File: src/rtl/pulse_length_capture_if.sv
// Record stream from pulse_length_capture: one {channel, level, length} per transfer.
// Show-ahead valid/ready; the payload is meaningful only while out_valid is high.
`default_nettype none

interface pulse_length_capture_if #(
    parameter int CH_W  = 1,
    parameter int CNT_W = 24
);
    logic             out_valid;
    logic             out_ready;
    logic [CH_W-1:0]  out_channel;
    logic             out_level;
    logic [CNT_W-1:0] out_length;

    modport master (
        output out_valid,
        output out_channel,
        output out_level,
        output out_length,
        input  out_ready
    );

    modport slave (
        input  out_valid,
        input  out_channel,
        input  out_level,
        input  out_length,
        output out_ready
    );
endinterface

`default_nettype wire

File: src/rtl/pulse_length_capture.sv
// pulse_length_capture: multi-channel run-length meter; every synchronised level change
// emits {channel, level held, saturated length} into a shared show-ahead record FIFO.
`default_nettype none

module pulse_length_capture #(
    parameter int CHANNELS    = 2,
    parameter int CNT_W       = 24,
    parameter int DEPTH       = 8,
    parameter int SYNC_STAGES = 2,
    localparam int CH_W  = (CHANNELS > 1) ? $clog2(CHANNELS) : 1,
    localparam int AW    = $clog2(DEPTH),
    localparam int REC_W = CH_W + 1 + CNT_W
) (
    input  wire logic                clk50,
    input  wire logic                rst_n,
    input  wire logic [CHANNELS-1:0] sig_in,
    pulse_length_capture_if.master   rec,
    output logic      [AW:0]         fifo_count,
    output logic                     overflow,
    input  wire logic                clr_overflow
);

    localparam logic [CNT_W-1:0] c_cnt_max = '1;
    localparam logic [AW:0]      c_depth   = (AW+1)'(DEPTH);

    logic [CHANNELS-1:0][SYNC_STAGES-1:0] r_sync;
    logic [CHANNELS-1:0]                  r_last;
    logic [CNT_W-1:0]                     r_cnt      [CHANNELS];
    logic [CHANNELS-1:0]                  r_pend;
    logic [CHANNELS-1:0]                  r_pend_level;
    logic [CNT_W-1:0]                     r_pend_len [CHANNELS];

    logic [CHANNELS-1:0] w_s;
    logic [CHANNELS-1:0] w_cap;
    logic [CHANNELS-1:0] w_drain;
    logic [CHANNELS-1:0] w_drop;
    logic                w_gnt_any;
    logic [CH_W-1:0]     w_gnt_idx;

    logic [REC_W-1:0] r_mem [DEPTH];
    logic [AW-1:0]    r_wr;
    logic [AW-1:0]    r_rd;
    logic [AW:0]      r_count;
    logic             r_overflow;
    logic             w_full;
    logic             w_push;
    logic             w_pop;
    logic [REC_W-1:0] w_push_rec;
    logic [REC_W-1:0] w_head;

    always_comb begin
        for (int ch = 0; ch < CHANNELS; ch++) begin
            w_s[ch] = r_sync[ch][SYNC_STAGES-1];
        end
    end

    assign w_cap = w_s ^ r_last;

    // Fixed priority: scanning downwards lets the lowest pending index win.
    always_comb begin
        w_gnt_any = 1'b0;
        w_gnt_idx = '0;
        for (int ch = CHANNELS-1; ch >= 0; ch--) begin
            if (r_pend[ch]) begin
                w_gnt_any = 1'b1;
                w_gnt_idx = CH_W'(ch);
            end
        end
    end

    assign w_full     = (r_count == c_depth);
    assign w_push     = w_gnt_any && !w_full;
    assign w_pop      = (r_count != '0) && rec.out_ready;
    assign w_push_rec = {w_gnt_idx, r_pend_level[w_gnt_idx], r_pend_len[w_gnt_idx]};

    always_comb begin
        w_drain = '0;
        if (w_push) begin
            w_drain[w_gnt_idx] = 1'b1;
        end
    end

    // A slot that drains this cycle can take the new capture in the same cycle.
    assign w_drop = w_cap & r_pend & ~w_drain;

    always_ff @(posedge clk50 or negedge rst_n) begin
        if (!rst_n) begin
            r_sync       <= '0;
            r_last       <= '0;
            r_pend       <= '0;
            r_pend_level <= '0;
            for (int ch = 0; ch < CHANNELS; ch++) begin
                r_cnt[ch]      <= '0;
                r_pend_len[ch] <= '0;
            end
        end else begin
            for (int ch = 0; ch < CHANNELS; ch++) begin
                r_sync[ch] <= {r_sync[ch][SYNC_STAGES-2:0], sig_in[ch]};
                if (w_cap[ch]) begin
                    r_last[ch] <= w_s[ch];
                    r_cnt[ch]  <= CNT_W'(1);
                end else if (r_cnt[ch] != c_cnt_max) begin
                    r_cnt[ch] <= r_cnt[ch] + CNT_W'(1);
                end
                if (w_cap[ch] && !w_drop[ch]) begin
                    r_pend[ch]       <= 1'b1;
                    r_pend_level[ch] <= r_last[ch];
                    r_pend_len[ch]   <= r_cnt[ch];
                end else if (w_drain[ch]) begin
                    r_pend[ch] <= 1'b0;
                end
            end
        end
    end

    always_ff @(posedge clk50) begin
        if (w_push) begin
            r_mem[r_wr] <= w_push_rec;
        end
    end

    always_ff @(posedge clk50 or negedge rst_n) begin
        if (!rst_n) begin
            r_wr       <= '0;
            r_rd       <= '0;
            r_count    <= '0;
            r_overflow <= 1'b0;
        end else begin
            if (w_push) begin
                r_wr <= r_wr + AW'(1);
            end
            if (w_pop) begin
                r_rd <= r_rd + AW'(1);
            end
            case ({w_push, w_pop})
                2'b10:   r_count <= r_count + (AW+1)'(1);
                2'b01:   r_count <= r_count - (AW+1)'(1);
                default: r_count <= r_count;
            endcase
            // Set wins over a simultaneous clear.
            if (|w_drop) begin
                r_overflow <= 1'b1;
            end else if (clr_overflow) begin
                r_overflow <= 1'b0;
            end
        end
    end

    assign w_head          = (r_count != '0) ? r_mem[r_rd] : '0;
    assign rec.out_valid   = (r_count != '0);
    assign rec.out_channel = w_head[REC_W-1 -: CH_W];
    assign rec.out_level   = w_head[CNT_W];
    assign rec.out_length  = w_head[CNT_W-1:0];
    assign fifo_count      = r_count;
    assign overflow        = r_overflow;

endmodule

`default_nettype wire

File: src/flat_wrapper.sv
// flat-port wrapper written by rule: the top's interface ports become plain ports
module pulse_length_capture_flat 
#(
    parameter int CHANNELS    = 2,
    parameter int CNT_W       = 24,
    parameter int DEPTH       = 8,
    parameter int SYNC_STAGES = 2,
    localparam int CH_W  = (CHANNELS > 1) ? $clog2(CHANNELS) : 1,
    localparam int AW    = $clog2(DEPTH),
    localparam int REC_W = CH_W + 1 + CNT_W
)
  (clk50, rst_n, sig_in, fifo_count, overflow, clr_overflow, rec_out_valid, rec_out_channel, rec_out_level, rec_out_length, rec_out_ready);
  pulse_length_capture_if #(.CH_W((1)), .CNT_W(CNT_W)) rec_i ();
  input  wire logic clk50;
  input  wire logic rst_n;
  input  wire logic [CHANNELS-1:0] sig_in;
  output logic      [AW:0] fifo_count;
  output logic overflow;
  input  wire logic clr_overflow;
  output wire logic [$bits(rec_i.out_valid)-1:0] rec_out_valid;
  output wire logic [$bits(rec_i.out_channel)-1:0] rec_out_channel;
  output wire logic [$bits(rec_i.out_level)-1:0] rec_out_level;
  output wire logic [$bits(rec_i.out_length)-1:0] rec_out_length;
  input wire logic [$bits(rec_i.out_ready)-1:0] rec_out_ready;
  assign rec_out_valid = rec_i.out_valid;
  assign rec_out_channel = rec_i.out_channel;
  assign rec_out_level = rec_i.out_level;
  assign rec_out_length = rec_i.out_length;
  assign rec_i.out_ready = rec_out_ready;
  pulse_length_capture #(.CHANNELS(CHANNELS), .CNT_W(CNT_W), .DEPTH(DEPTH), .SYNC_STAGES(SYNC_STAGES)) u_core (.clk50(clk50), .rst_n(rst_n), .sig_in(sig_in), .rec(rec_i), .fifo_count(fifo_count), .overflow(overflow), .clr_overflow(clr_overflow));
endmodule
File: config.mk
export PLATFORM = sky130hd
export DESIGN_NAME = pulse_length_capture_flat
export DESIGN_NICKNAME = d
export VERILOG_FILES = /design/src/rtl/pulse_length_capture_if.sv /design/src/rtl/pulse_length_capture.sv /design/src/flat_wrapper.sv
export SDC_FILE = /design/constraint.sdc
export NUM_CORES = 1
export LEC_CHECK = 0
export CAP_MARGIN = 40
export CORE_UTILIZATION = 50
export CTS_CLUSTER_DIAMETER = 30
export DETAILED_ROUTE_END_ITERATION = 8
export PLACE_DENSITY = 0.67
export SLEW_MARGIN = 5
export SYNTH_ARGS = -nofsm -noshare
export SYNTH_HDL_FRONTEND = slang
export SYNTH_SLANG_ARGS = --single-unit
File: constraint.sdc
create_clock -name clk50 -period 3.86 [get_ports clk50]
set_clock_uncertainty 0.15 [all_clocks]
set_input_delay 0.579 -clock clk50 [delete_from_list [all_inputs] [get_ports clk50]]
set_output_delay 0.579 -clock clk50 [all_outputs]
set_load 0.005 [all_outputs]
[Word level (Yosys, flattened, before mapping)]
Memories as Yosys holds them, arrays and structs flattened.
Cells that the tools add are included.
Word-level totals
  output and inout bits: 32
  memories kept: 1
  register bits after elaboration: 117
  memory bits (writable): 208
Cells by class
  bitwise operators: 5
  add/sub/neg operators: 6
  reductions and logical operators: 16
  magnitude comparators: 3
  multiplexer cells: 25
  equal/unequal tests: 5
Memory list
  u_core.r_mem: depth 8, bits a word 26, read ports 1, clocked after memory_dff 0, write ports 1, RTL line pulse_length_capture.sv:40  | logic [REC_W-1:0] r_mem [DEPTH];
Operators with widths (count)
  24-bit 2-to-1 mux: 7
  24-bit by 1-bit adder with 24-bit output (second input constant): 2
  24-bit != test (second input constant): 2
  26-bit 2-to-1 mux: 1
  1-bit 2-to-1 mux: 14
  2-bit nonzero test: 6
  4-bit one-hot mux with 2 select lines: 1
  3-bit by 1-bit adder with 3-bit output (second input constant): 2
  1-bit logical AND: 5
  4-bit by 1-bit adder with 4-bit output (second input constant): 1
  2-bit bitwise AND: 2
  4-bit equality test (second input constant): 1
  4-bit nonzero test: 1
  4-bit by 1-bit subtractor with 4-bit output (second input constant): 1
  1-bit zero test: 3
  2-bit by 1-bit equality test with 1-bit output (second input constant): 1
  2-bit equality test (second input constant): 1
  2-bit greater-or-equal comparator (second input constant): 1
  1-bit by 2-bit < comparator with 1-bit output (second input constant): 1
  2-bit 2-to-1 mux: 1
  1-bit inverter with 2-bit output: 1
  2-bit inverter: 1
  2-bit OR reduction: 1
  2-bit XOR: 1
  2 further kinds: 2

[Longest topological paths before layout]
Gate-level depths: netlist of run 1.
  depth after elaboration: 12
  depth in mapped cells: 12

[Worst setup path before layout of run 1]
No wires, ideal clock.
  kind: flip-flop to flip-flop
  start point: reg u_core.r_count[0], in the netlist u_core.fifo_count[0]
  end point: mem u_core.r_mem[1][0] (netlist bit) (enable)
  arrival time: 2.958 ns
  library setup time: 0.442 ns
  setup slack: 0.311 ns
  clock period less this slack: 3.549 ns
  cell stages (with the launch flop): 6
  required time: 3.268 ns
  buffers on the path: 1
  cells stage by stage: dfrtp_1 > clkbuf_1 > nor4b_2 > nor2_1 > nand2_1 > nor3_1
Between the ends
  longest elaborated chain between the ends: 5
Ends and longest elaborated chain
  start, declared: RTL line pulse_length_capture.sv:43  | logic [AW:0] r_count;
  start signal, assigned: RTL line pulse_length_capture.sv:136  | 2'b10: r_count <= r_count + (AW+1)'(1);
  start signal, assigned: RTL line pulse_length_capture.sv:137  | 2'b01: r_count <= r_count - (AW+1)'(1);
  start signal, assigned: RTL line pulse_length_capture.sv:138  | default: r_count <= r_count;
  4-bit equality test: RTL line pulse_length_capture.sv:71  | assign w_full = (r_count == c_depth);
  1-bit zero test: RTL line pulse_length_capture.sv:72  | assign w_push = w_gnt_any && !w_full;
  1-bit logical AND: RTL line pulse_length_capture.sv:72
  1-bit 2-to-1 mux: RTL line pulse_length_capture.sv:117  | if (w_push) begin
  1-bit 2-to-1 mux (implied by the code): RTL line pulse_length_capture.sv:118  | r_mem[r_wr] <= w_push_rec;
  end, declared: RTL line pulse_length_capture.sv:40
Every way passes these cells.

[Final worst setup path of run 1]
  start point: reg u_core.r_rd[0]
  end point: out rec_out_length[7]
Between the ends
  longest elaborated chain between the ends: 2
Ends and longest elaborated chain
  start, declared: RTL line pulse_length_capture.sv:42  | logic [AW-1:0] r_rd;
  start signal, assigned: RTL line pulse_length_capture.sv:133  | r_rd <= r_rd + AW'(1);
  memory read 8 x 26 bit
  26-bit 2-to-1 mux: RTL line pulse_length_capture.sv:149  | assign w_head = (r_count != '0) ? r_mem[r_rd] : '0;
  end, declared: RTL line flat_wrapper.sv:23  | output wire logic [$bits(rec_i.out_length)-1:0] rec_out_length;
Every way passes these cells.

==> impl_results.md, run 1 <==
- Inserted Clock Buffers: 60
- RSZ-0062 raised after global routing: false
- Drt drc: 4
- GRT Util Overall: 20.68%
- TritonRoute pass-1 iters: 7
- Congestion Overflow GR: 0
- Hold crit path type: register to register
- Initial antenna violation count: 0
- Mean number of vias per cell: a little under 6
- Port bufs: 37
- Fill count: between 1500 and 2000
- Die Y-Extent: 165.8 um
- GPL Wtd Cong: slightly above 0.8
- Setup violators final: 0
- Initial DRC count: roughly 550
- Setup TNS: 0 ps
- Final wirelength: about 27000 um
- Starting Density: roughly half
- Vias in the first global route: ~7900
- Yosys warns: 0
- CTS tree: built
- Crit-path max FO: 21
- Routed len/inst: between 20 and 25 um
- Slew margin rel.: about half
- # H-tree levels: 2
- Failing checks: design-rule violations
- Die area: between 0.02 and 0.03 mm2
- Max Slew Vio Count: 0
- Post-layout util: 62.86%
- Outcome: complete, but fails checks
- Largest net degree at the start of global routing: around 50
- Crit. End Element: output pin
- Core Region: around 0.026 mm2
- Num rows: approximately 60
- Hold Fails Final Rpt: 0
- ANT nets after route: 0
- Fin crit share: about nine tenths
- DP HPWL: 16070 um
- Minimum clock period: roughly 3500 ps
- Crit path launch type: register
- Max rail drop VDD: just over 0.4 mV
- Vias: 7502
- Required @ worst endpoint: 3130 ps
- Least-Margin Pin Slew: approximately 770 ps
- Cell count after synthesis: 826
- Post-cts resize count: 0
- P_leak: about 0.0063 uW
- I/O pin count: 38
- Clk sinks: 325
- Syn_area_per_cell: 16.24 um2
- Register area share after synthesis: between 60% and 70%
- Synthesis-to-layout area growth: 22.77%
- Worst skew pair latency: around 570 ps
- Unique cell type count in the Yosys netlist: 43
- Max-cap violations: 0
- Worst Setup Path Type: register to output pin
- Layout Nets: 921
- Antenna cells: 0
- Cell Pwr Density: between 800 and 900 mW/mm2
- Synthesized area: around 0.013 mm2
- Reg clk slew, reported paths: approximately 50 ps
- Die Span X: roughly 170 um
- First-pass GRT wire length: roughly 44000 um
- Seq cells post-synth: approximately 330
- Share of layout cells above drive strength 1: between 20 and 30%
- Worst Path Arrival: about 2800 ps
- Net Count, Synth: around 840
- Root Driver: clkbuf_16
- F_max: 281.9 MHz
- Longest Clk Path Bufs: 3
-- cell usage after synthesis --
| cell type | number | share of area [%] |
|---|---|---|
| or4_1 | 7 | 0.39 |
| inv_1 | 7 | 0.20 |
| nand4_1 | 14 | 0.65 |
| buf_1 | 3 | 0.084 |
| o211ai_1 | 3 | 0.17 |
| mux2_2 | 76 | 6.4 |
| a31oi_1 | 4 | 0.19 |
| dfrtp_1 | 117 | 22 |
| and2_1 | 3 | 0.14 |
| a22oi_1 | 1 | 0.056 |
| o221ai_1 | 1 | 0.065 |
| nor3b_1 | 2 | 0.11 |
| nor4_2 | 1 | 0.093 |
| nor2_1 | 72 | 2.0 |
| a21o_1 | 1 | 0.056 |
| mux4_2 | 52 | 8.7 |
| clkbuf_1 | 30 | 0.84 |
| edfxtp_1 | 208 | 47 |
| o21ai_0 | 6 | 0.22 |
| nor3_1 | 9 | 0.34 |
| o21ai_1 | 1 | 0.037 |
| and2_0 | 1 | 0.047 |
| a21boi_0 | 1 | 0.056 |
| a41oi_1 | 1 | 0.065 |
| and3_1 | 3 | 0.14 |
| o31ai_1 | 5 | 0.28 |
| nor4_1 | 11 | 0.51 |
| nor4b_2 | 1 | 0.11 |
| mux2i_1 | 28 | 2.1 |
| nand2b_1 | 4 | 0.19 |
| ha_1 | 7 | 0.65 |
| or3_1 | 6 | 0.28 |
| a211oi_1 | 4 | 0.22 |
| nand2_1 | 35 | 0.98 |
| a311oi_1 | 1 | 0.065 |
| xor2_1 | 10 | 0.65 |
| or4_4 | 1 | 0.084 |
| buf_2 | 9 | 0.34 |
| xnor2_1 | 33 | 2.2 |
| a21oi_1 | 24 | 0.90 |
| nand3_1 | 16 | 0.60 |
| and4_1 | 6 | 0.39 |
| a211o_1 | 1 | 0.065 |
-- state kept, by name, indices dropped and copies added, names as in the netlist --
| register | flops |
|---|---|
| u_core.fifo_count | 4 |
| u_core.overflow | 1 |
| u_core.r_cnt | 48 |
| u_core.r_last | 2 |
| u_core.r_mem | 208 |
| u_core.r_pend | 2 |
| u_core.r_pend_len | 48 |
| u_core.r_pend_level | 2 |
| u_core.r_rd | 3 |
| u_core.r_sync | 4 |
| u_core.r_wr | 3 |
-- layer usage --
metal | vias up | wire length [um] | share of wire (%) | track usage, %
met5 | - | 0 | 0 | 0
met4 | 0 | 457 | 1.7 | 6.176
met3 | 41 | 1520 | 5.5 | 3.622
met2 | 235 | 14030 | 51 | 35.46
met1 | 3873 | 11430 | 42 | 27.14
li1 | 3353 | - | - | -
-- where the power goes --
part           total (uW)  internal [uW]  leakage [uW]  switching (uW)
clock network        5440           3620       0.00103            1810
registers            4850           4490       0.00351             364
logic                3150           1660       0.00171            1490
-- critical path: stages (launching register included) --
cell and delay (ps):
dfrtp_4 680, buf_4 330, mux4_2 530, mux2i_1 170, nor2_1 60, clkdlybuf4s50_1 460
-- path summary, 6_finish.rpt --
kind | from | endpoint | slack (ps) | depth (start not counted)
worst max-delay path | u_core.r_rd[0]$_DFFE_PN0P_ | rec_out_length[7] | 310 | 5
worst min-delay path | u_core.r_sync[2]$_DFF_PN0_ | u_core.r_sync[3]$_DFF_PN0_ | 190 | 0
worst max register to register | u_core.fifo_count[0]$_DFFE_PN0P_ | u_core.fifo_count[2]$_DFFE_PN0P_ | 1120 | 11
worst min register to register | u_core.r_sync[2]$_DFF_PN0_ | u_core.r_sync[3]$_DFF_PN0_ | 190 | 0
max in group asynchronous | rst_n | u_core.r_pend_len[8]$_DFFE_PN0P_ | 2540 | 3
min in group asynchronous | rst_n | u_core.r_pend_level[1]$_DFFE_PN0P_ | 370 | 2
-- kinds of logic (layout without fill, tap and decap cells) --
family / count (synthesis) / count (layout) / share of synthesized area, %
adder cells (fa/ha/maj): 7 / 7 / 0.6528
flip-flops: 325 / 325 / 68.38
AND/OR/NAND/NOR: 192 / 192 / 7.069
multiplexers: 156 / 156 / 17.20
AO/OA/AOI/OAI: 54 / 54 / 2.443
buffers and inverters: 49 / 181 / 1.455
XOR/XNOR: 43 / 43 / 2.807
-- final cells by class --
cell class              instances  area [um2]  share of cell area, %
multi-input cells             452        4091                  24.84
flip-flops and latches        325        9179                  55.72
inverters                       7       26.28                 0.1595
repair buffers                 62       603.1                  3.661
well taps                     335       419.2                  2.545
clock buffers                  62        1519                  9.221
clock inverters                50       634.4                  3.851
-- per-stage QoR --
| step | power (uW) | hold slack [ps] | area (um2) | setup WS (ps) | instances |
|---|---|---|---|---|---|
| finish | 13440 | 193.7 | 16470 | 312.4 | 1293 |
| global route | 14010 | 207.6 | 16470 | 115.6 | 1293 |
| CTS | 13600 | 194.4 | 16470 | 226.3 | 1293 |
| detailed placement | 8102 | 184.7 | 14310 | 841.0 | 1180 |
| global placement | 7991 | 186.5 | 14280 | 843.5 | 1179 |
| floorplan | 6701 | 133.4 | 13420 | 310.6 | 826 |
-- timing repair --
item	CTS	global route
hold buffers	1	0
hold endpoints to repair	31	0
buffers inserted	0	0
setup endpoints to repair	0	0
-- placed cells by master (no fill, tap or decap), types with 5 or more instances in the layout --
cell type	Yosys	final
mux2i_1	28	28
nor2_2	0	6
bufinv_16	0	11
ha_1	7	7
clkinv_2	0	10
inv_6	0	5
clkinvlp_4	0	10
o31ai_1	5	5
clkdlybuf4s50_1	0	36
mux4_2	52	52
clkinv_4	0	8
or3_1	6	6
nand2_1	35	35
o21ai_0	6	6
inv_1	7	7
xor2_1	10	10
clkbuf_16	0	60
mux2_2	76	76
nand3_1	16	16
dfrtp_1	117	115
xnor2_1	33	33
nor4_1	11	10
and4_1	6	6
nor3_1	9	7
a21oi_1	24	23
or4_1	7	7
buf_4	0	22
edfxtp_1	208	208
nor2_1	72	66
nand4_1	14	14
Note: power is estimated with default switching activity, not from simulation.
==> run 2: changes to the inputs <==
Settings changed: CELL_PAD_IN_SITES_DETAIL_PLACEMENT set to 0, CELL_PAD_IN_SITES_GLOBAL_PLACEMENT set to 1, PLACE_DENSITY 0.67 to not set, PLACE_DENSITY_LB_ADDON set to 0.1, TNS_END_PERCENT set to 30.
==> run 2 against run 1 <==
Compared with the run above:
- the flow still finishes with violations (design-rule violations)
- register-to-register slack improved by 60 ps
- sequential power is essentially flat
- cell count increased by 0.85%
- via count fell by 0.87%
- sequential cell count did not move
- combinational power barely moved
- cell area rose by 0.87%
- sequential share of layout area is 0.48 points lower
- first-iteration DRC count shrank 2.5%
- maximum frequency is 2.9% higher
- critical path type unchanged
- largest cell class unchanged
- largest power group unchanged
==> impl_results.md, run 2 (synthesis results as in run 1) <==
- Outcome: complete, but fails checks
- Failing checks: design-rule violations
- Core Region: 0.02621 mm2 (unchanged)
- Vias: 7437 (-0.87%)
- Minimum clock period: 3448 ps (-99.27 ps)
- Switch share: 26.91% (-0.38 points)
- Comb pwr share: 23.0% (-0.4 points)
- Worst Path Arrival: 2720 ps (-100 ps)
- Max rail drop VDD: 0.4250 mV (+3.7%)
- Mean number of vias per cell: 5.703 (-1.7%)
- Post-CTS Setup Bufs: 0 (unchanged)
- Die Y-Extent: 165.8 um (unchanged)
- Crit path launch type: register
- Reg clk slew, reported paths: 50 ps (about the same)
- Worst Setup Path Type: register to output pin
- Post-cts hold buffer count: 1 (unchanged)
- Net switching power of the design: 3694 uW (+0.73%)
- Commonest non-fill, non-tap cell in the layout: edfxtp_1
- CP max-delay cell: dfrtp_2
- Crit. End Element: output pin
- Routed len/inst: 21.98 um (+3.6%)
- Vias in the first global route: 8099 (+3.0%)
- I/O pin count: 38 (unchanged)
- Hold Fails Final Rpt: 0 (unchanged)
- Port bufs: 37 (unchanged)
- Hold crit path type: register to register
- Max-cap violations: 0 (unchanged)
- Setup violators final: 0 (unchanged)
- Clk sinks: 325 (unchanged)
- F_max: 290.0 MHz (+2.9%)
- ANT nets after route: 0 (unchanged)
- Most frequent cells in the layout: edfxtp_1, dfrtp_1, mux2_2, clkbuf_16, nor2_1
- Drt drc: 4 (unchanged)
- Initial antenna violation count: 0 (unchanged)
- Congestion Overflow GR: 0 (unchanged)
- GPL Wtd Cong: 0.7782 (-4.0%)
- DP HPWL: 16770 um (+4.4%)
- First-pass GRT wire length: 45470 um (+3.1%)
- Final wirelength: 28660 um (+4.5%)
- Setup TNS: 0 ps (unchanged)
- Final worst slack: 411.7 ps (+99.27 ps)
- Largest net degree at the start of global routing: 63 (+29%)
- Post-cts resize count: 0 (unchanged)
- Slew margin rel.: 49.48% (+1.2 points)
- Worst skew pair latency: 530 ps (-40 ps)
- Post-layout util: 63.40% (+0.55 points)
- Required @ worst endpoint: 3130 ps (about the same)
- Largest register FFs: 208 (unchanged)
- P_leak: 0.006318 uW (+1.1%)
- Most flop-heavy register: u_core.r_mem
- Antenna cells: 0 (unchanged)
- TritonRoute pass-1 iters: 9 (+2)
- Longest Clk Path Bufs: 3 (unchanged)
- Inserted Clock Buffers: 68 (+13%)
- Crit-path max FO: 26 (+24%)
- Place WS: 905.4 ps (+64.42 ps)
- Max Slew Vio Count: 0 (unchanged)
- Num rows: 59 (unchanged)
- Synthesis-to-layout area growth: 23.85%
- Cell Pwr Density: 826.3 mW/mm2 (+1.3%)
- Starting Density: 51.20% (unchanged)
- Sequential share of power: 35.2% (-0.9 points)
- Share of layout cells above drive strength 1: 29.10% (+0.40 points)
- RSZ-0062 raised after global routing: false
- CP Cell Sequence: buf_4 > mux4_2 > mux2i_1 > nor2_1 > clkdlybuf4s50_1
- Initial DRC count: 540 (-2.5%)
- Largest regs: u_core.r_mem: 208 flops, u_core.r_cnt: 48 flops, u_core.r_pend_len: 48 flops
- CTS tree: built
- Max stage delay on crit path: 770 ps (+90 ps)
- Least-Margin Pin Slew: 752.4 ps (-17.84 ps)
- Root Driver: clkbuf_16
- P_int: 10040 uW (+2.7%)
- # H-tree levels: 3 (+1)
- Layout Nets: 930 (+0.98%)
- GRT Util Overall: 21.85% (+1.2 points)
- Die area: 0.02749 mm2 (unchanged)
- Fin crit share: 89.33% (-2.6 points)
- Die Span X: 165.8 um (unchanged)
- Clk pwr share: 41.8% (+1.3 points)
-- run 2: changes by cell type in the layout (fill, tap and decap cells not counted), moves of 2 or more --
cell	previous run	this run
clkbuf_16	60	68
clkinv_4	8	4
inv_6	5	9
clkbuf_1	1	4
clkinv_2	10	7
buf_4	22	24
bufinv_16	11	9
clkbuf_8	1	3
clkinvlp_4	10	12
-- run 2: layout make-up --
| class | count | area [um2] |
|---|---|---|
| Clock buffer | 75 | 1758 |
| Clock inverter | 47 | 544.3 |
| Fill cell | 1863 | 9590 |
| Inverter | 7 | 26.28 |
| Multi-Input combinational cell | 452 | 4091 |
| Sequential cell | 325 | 9179 |
| Tap cell | 335 | 419.2 |
| Timing Repair Buffer | 63 | 598.1 |
-- run 2: metal layers --
layer | wire length (um) | GRT usage [%] | vias up
met3 | 1457 | 4.552 | 39
met5 | 0 | 0 | -
met4 | 477 | 7.152 | 0
met1 | 12650 | 29.32 | 3814
li1 | - | - | 3386
met2 | 14080 | 35.92 | 198
-- run 2: per-stage QoR --
step / std cells / total power (uW) / area, um2 / hold slack, ps
floorplan: 826 / 6701 / 13420 / 133.4
global placement: 1179 / 8012 / 14270 / 185.0
detailed placement: 1181 / 8100 / 14300 / 191.8
CTS: 1304 / 13910 / 16620 / 201.8
global route: 1304 / 14340 / 16620 / 203.2
finish: 1304 / 13730 / 16620 / 196.5
-- run 2: final timing paths --
| check | startpoint | end | slack (ps) | cells after the start |
|---|---|---|---|---|
| min in group asynchronous | rst_n | u_core.r_cnt[44]$_DFFE_PN0P_ | 250 | 2 |
| max in group asynchronous | rst_n | u_core.r_cnt[14]$_DFFE_PN0P_ | 2350 | 4 |
| max reg2reg | u_core.fifo_count[0]$_DFFE_PN0P_ | u_core.fifo_count[2]$_DFFE_PN0P_ | 1180 | 11 |
| min reg2reg | u_core.r_sync[0]$_DFF_PN0_ | u_core.r_sync[1]$_DFF_PN0_ | 200 | 0 |
| max | u_core.r_rd[1]$_DFFE_PN0P_ | rec_out_length[22] | 410 | 5 |
| min | u_core.r_sync[0]$_DFF_PN0_ | u_core.r_sync[1]$_DFF_PN0_ | 200 | 0 |
-- run 2: power groups by stage --
| stage | clock network [uW] | logic [uW] | registers, uW |
|---|---|---|---|
| 2_1_floorplan | 0 | 2010 | 4700 |
| 3_3_place_gp | 0 | 3160 | 4850 |
| 3_5_place_dp | 0 | 3200 | 4900 |
| 4_1_cts | 5850 | 3220 | 4840 |
| 5_1_grt | 6030 | 3410 | 4900 |
| 6_report | 5740 | 3150 | 4830 |
-- run 2: worst max-delay path: cells and delay by family, from the launching register on --
kind,cells,cell delay [ps]
buffers and inverters,2,820
flip-flops,1,770
multiplexers,2,500
AND/OR/NAND/NOR,1,80
==> run 3: changes to the inputs <==
Settings changed: ABC_CLOCK_PERIOD_IN_PS set to 3860, CTS_BUF_LIST set to sky130_fd_sc_hd__clkbuf_8 sky130_fd_sc_hd__clkbuf_16.
==> run 3 against run 2 <==
Compared with the run above:
- largest cell class unchanged
- clock power about the same
- count of clock-buffer cells in the layout decreased by 4
- first-iteration DRC count decreased by 0.56%
- sequential share of layout area unchanged
- non-clock buffer count unchanged
- maximum frequency about the same
- critical path type unchanged
- hold slack unchanged
- register-to-register slack about the same
- the run still ends with design-rule violations left
- sequential cell count unchanged
- highest routed layer unchanged
- via count increased by 0.17%
- critical path depth unchanged
==> impl_results.md, run 3 (synthesis results as in run 1) <==
- Longest Clk Path Bufs: 3 (unchanged)
- F_max: 290.1 MHz (about the same)
- Crit path launch type: register
- Antenna cells: 0 (unchanged)
- Required @ worst endpoint: 3130 ps (about the same)
- R2R depth: 11 (unchanged)
- Port bufs: 37 (unchanged)
- # H-tree levels: 3 (unchanged)
- Max rail drop VDD: 0.4255 mV (+0.11%)
- Fin crit share: 89.29% (about the same)
- GPL Wtd Cong: 0.7782 (unchanged)
- Post-cts resize count: 0 (unchanged)
- Reg clk slew, reported paths: 50 ps (about the same)
- Root Driver: clkbuf_16
- CP Cell Sequence: buf_4 > mux4_2 > mux2i_1 > nor2_1 > clkdlybuf4s50_1
- Worst Path Arrival: 2720 ps (about the same)
- Worst Setup Path Type: register to output pin
- GRT Util Overall: 21.85% (unchanged)
- Die Span X: 165.8 um (unchanged)
- CP startpoint: u_core.r_rd[1]$_DFFE_PN0P_
- Inserted Clock Buffers: 68 (unchanged)
- TritonRoute pass-1 iters: 9 (unchanged)
- PnR Total Power: 13720 uW (about the same)
- Crit. End Element: output pin
- Layout Nets: 930 (unchanged)
- Outcome: complete, but fails checks
- Routed len/inst: 21.98 um (unchanged)
- I/O pin count: 38 (unchanged)
- Min-delay src: u_core.r_sync[0]$_DFF_PN0_
- Drt drc: 4 (unchanged)
- Post-layout util: 63.40% (unchanged)
- CTS tree: built
- Worst skew pair latency: 530 ps (about the same)
- Final wirelength: 28660 um (unchanged)
- Clk sinks: 325 (unchanged)
- Initial DRC count: 537 (-0.56%)
- Crit-path max FO: 26 (unchanged)
- Core Region: 0.02621 mm2 (unchanged)
- Commonest non-fill, non-tap cell in the layout: edfxtp_1
- Post-cts hold buffer count: 1 (unchanged)
- CP Depth: 5 (unchanged)
- Congestion Overflow GR: 0 (unchanged)
- Hold crit path type: register to register
- Largest net degree at the start of global routing: 63 (unchanged)
- Num rows: 59 (unchanged)
- Worst hold slack: 196.5 ps (unchanged)
- P_leak: 0.006335 uW (+0.26%)
- Minimum clock period: 3447 ps (-1.637 ps)
- Footprint of the multi-input gates: 0.004091 mm2 (unchanged)
- Largest delay share family, worst path: buffers and inverters
- Vias in the first global route: 8099 (unchanged)
- Setup violators final: 0 (unchanged)
- Initial antenna violation count: 0 (unchanged)
- Most frequent cells in the layout: edfxtp_1, dfrtp_1, mux2_2, clkbuf_16, nor2_1
- Failing checks: design-rule violations
- Slew margin rel.: 49.27% (-0.21 points)
- DP HPWL: 16770 um (unchanged)
- Hold Fails Final Rpt: 0 (unchanged)
- Max stage delay on crit path: 770 ps (about the same)
- RSZ-0062 raised after global routing: false
- Share of layout cells above drive strength 1: 29.10% (unchanged)
- Starting Density: 51.20% (unchanged)
- CP max-delay cell: dfrtp_2
- Setup TNS: 0 ps (unchanged)
- Most flop-heavy register: u_core.r_mem
- Largest register FFs: 208 (unchanged)
- Cells on Worst Hold Path: 0 (unchanged)
- Synthesis-to-layout area growth: 23.85% (unchanged)
- Mean number of vias per cell: 5.713 (+0.17%)
- Fill count: 1863 (unchanged)
- Cell Pwr Density: 825.6 mW/mm2 (about the same)
- First-pass GRT wire length: 45460 um (about the same)
- CP Buf/Inv Count: 2 (unchanged)
- Storage cell area: 0.009179 mm2 (unchanged)
- Vias: 7450 (+0.17%)
- Largest regs: u_core.r_mem: 208 flops, u_core.r_cnt: 48 flops, u_core.r_pend_len: 48 flops
- Max-cap violations: 0 (unchanged)
- Reg2reg start: u_core.fifo_count[0]$_DFFE_PN0P_
- Max Slew Vio Count: 0 (unchanged)
- Post-CTS Setup Bufs: 0 (unchanged)
- Die Y-Extent: 165.8 um (unchanged)
- Die area: 0.02749 mm2 (unchanged)
- Least-Margin Pin Slew: 755.6 ps (+3.149 ps)
- ANT nets after route: 0 (unchanged)
-- run 3: cell count changes in the layout (fill, tap and decap cells not counted), sizes merged --
cell / delta
clkbuf: -4
inv: +4
-- run 3: report_power, final --
part           switching [uW]  total, uW  internal (uW)
combinational            1510       3150           1640
sequential                343       4830           4490
clock                    1840       5730           3890
total                    3690      13700          10000
-- run 3: worst reg2reg max path: cells and delay by family, from the launching register on --
| family | cells | cell delay, ps |
|---|---|---|
| DFF | 1 | 530 |
| buffers and inverters | 2 | 290 |
| and+or+nand+nor | 3 | 490 |
| AOI/OAI and AO/OA | 1 | 150 |
| adders and majority gates | 2 | 460 |
| xor gates and xnor gates | 3 | 490 |
-- run 3: worst paths after layout --
path | to | slack [ps]
worst max-delay path | rec_out_length[22] | 410
worst min-delay path | u_core.r_sync[1]$_DFF_PN0_ | 200
worst max register to register | u_core.fifo_count[2]$_DFFE_PN0P_ | 1170
worst min register to register | u_core.r_sync[1]$_DFF_PN0_ | 200
max in group asynchronous | u_core.r_cnt[14]$_DFFE_PN0P_ | 2350
min in group asynchronous | u_core.r_cnt[44]$_DFFE_PN0P_ | 250
-- run 3: area by class of cell --
class / instances / area share (%)
clock buffer: 71 / 10.49
clock inverter: 51 / 3.366
timing repair buffer: 63 / 3.599
inverter: 7 / 0.1581
multi-input combinational: 452 / 24.62
sequential: 325 / 55.24
tap: 335 / 2.523
-- run 3: through the flow --
stage                     std cells  instance area [um2]  setup slack, ps
after global placement         1179                14270            922.3
final                          1304                16620            413.3
after global routing           1304                16620            257.4
after CTS                      1304                16620            348.4
after floorplan                 826                13420            310.6
after detailed placement       1181                14300            905.4
-- run 3: layer usage --
metal	global-route usage, %	vias up	wire length, um
li1	-	3386	-
met1	29.32	3829	12580
met2	35.92	198	14180
met3	4.552	37	1447
met4	7.152	0	453
met5	0	-	0
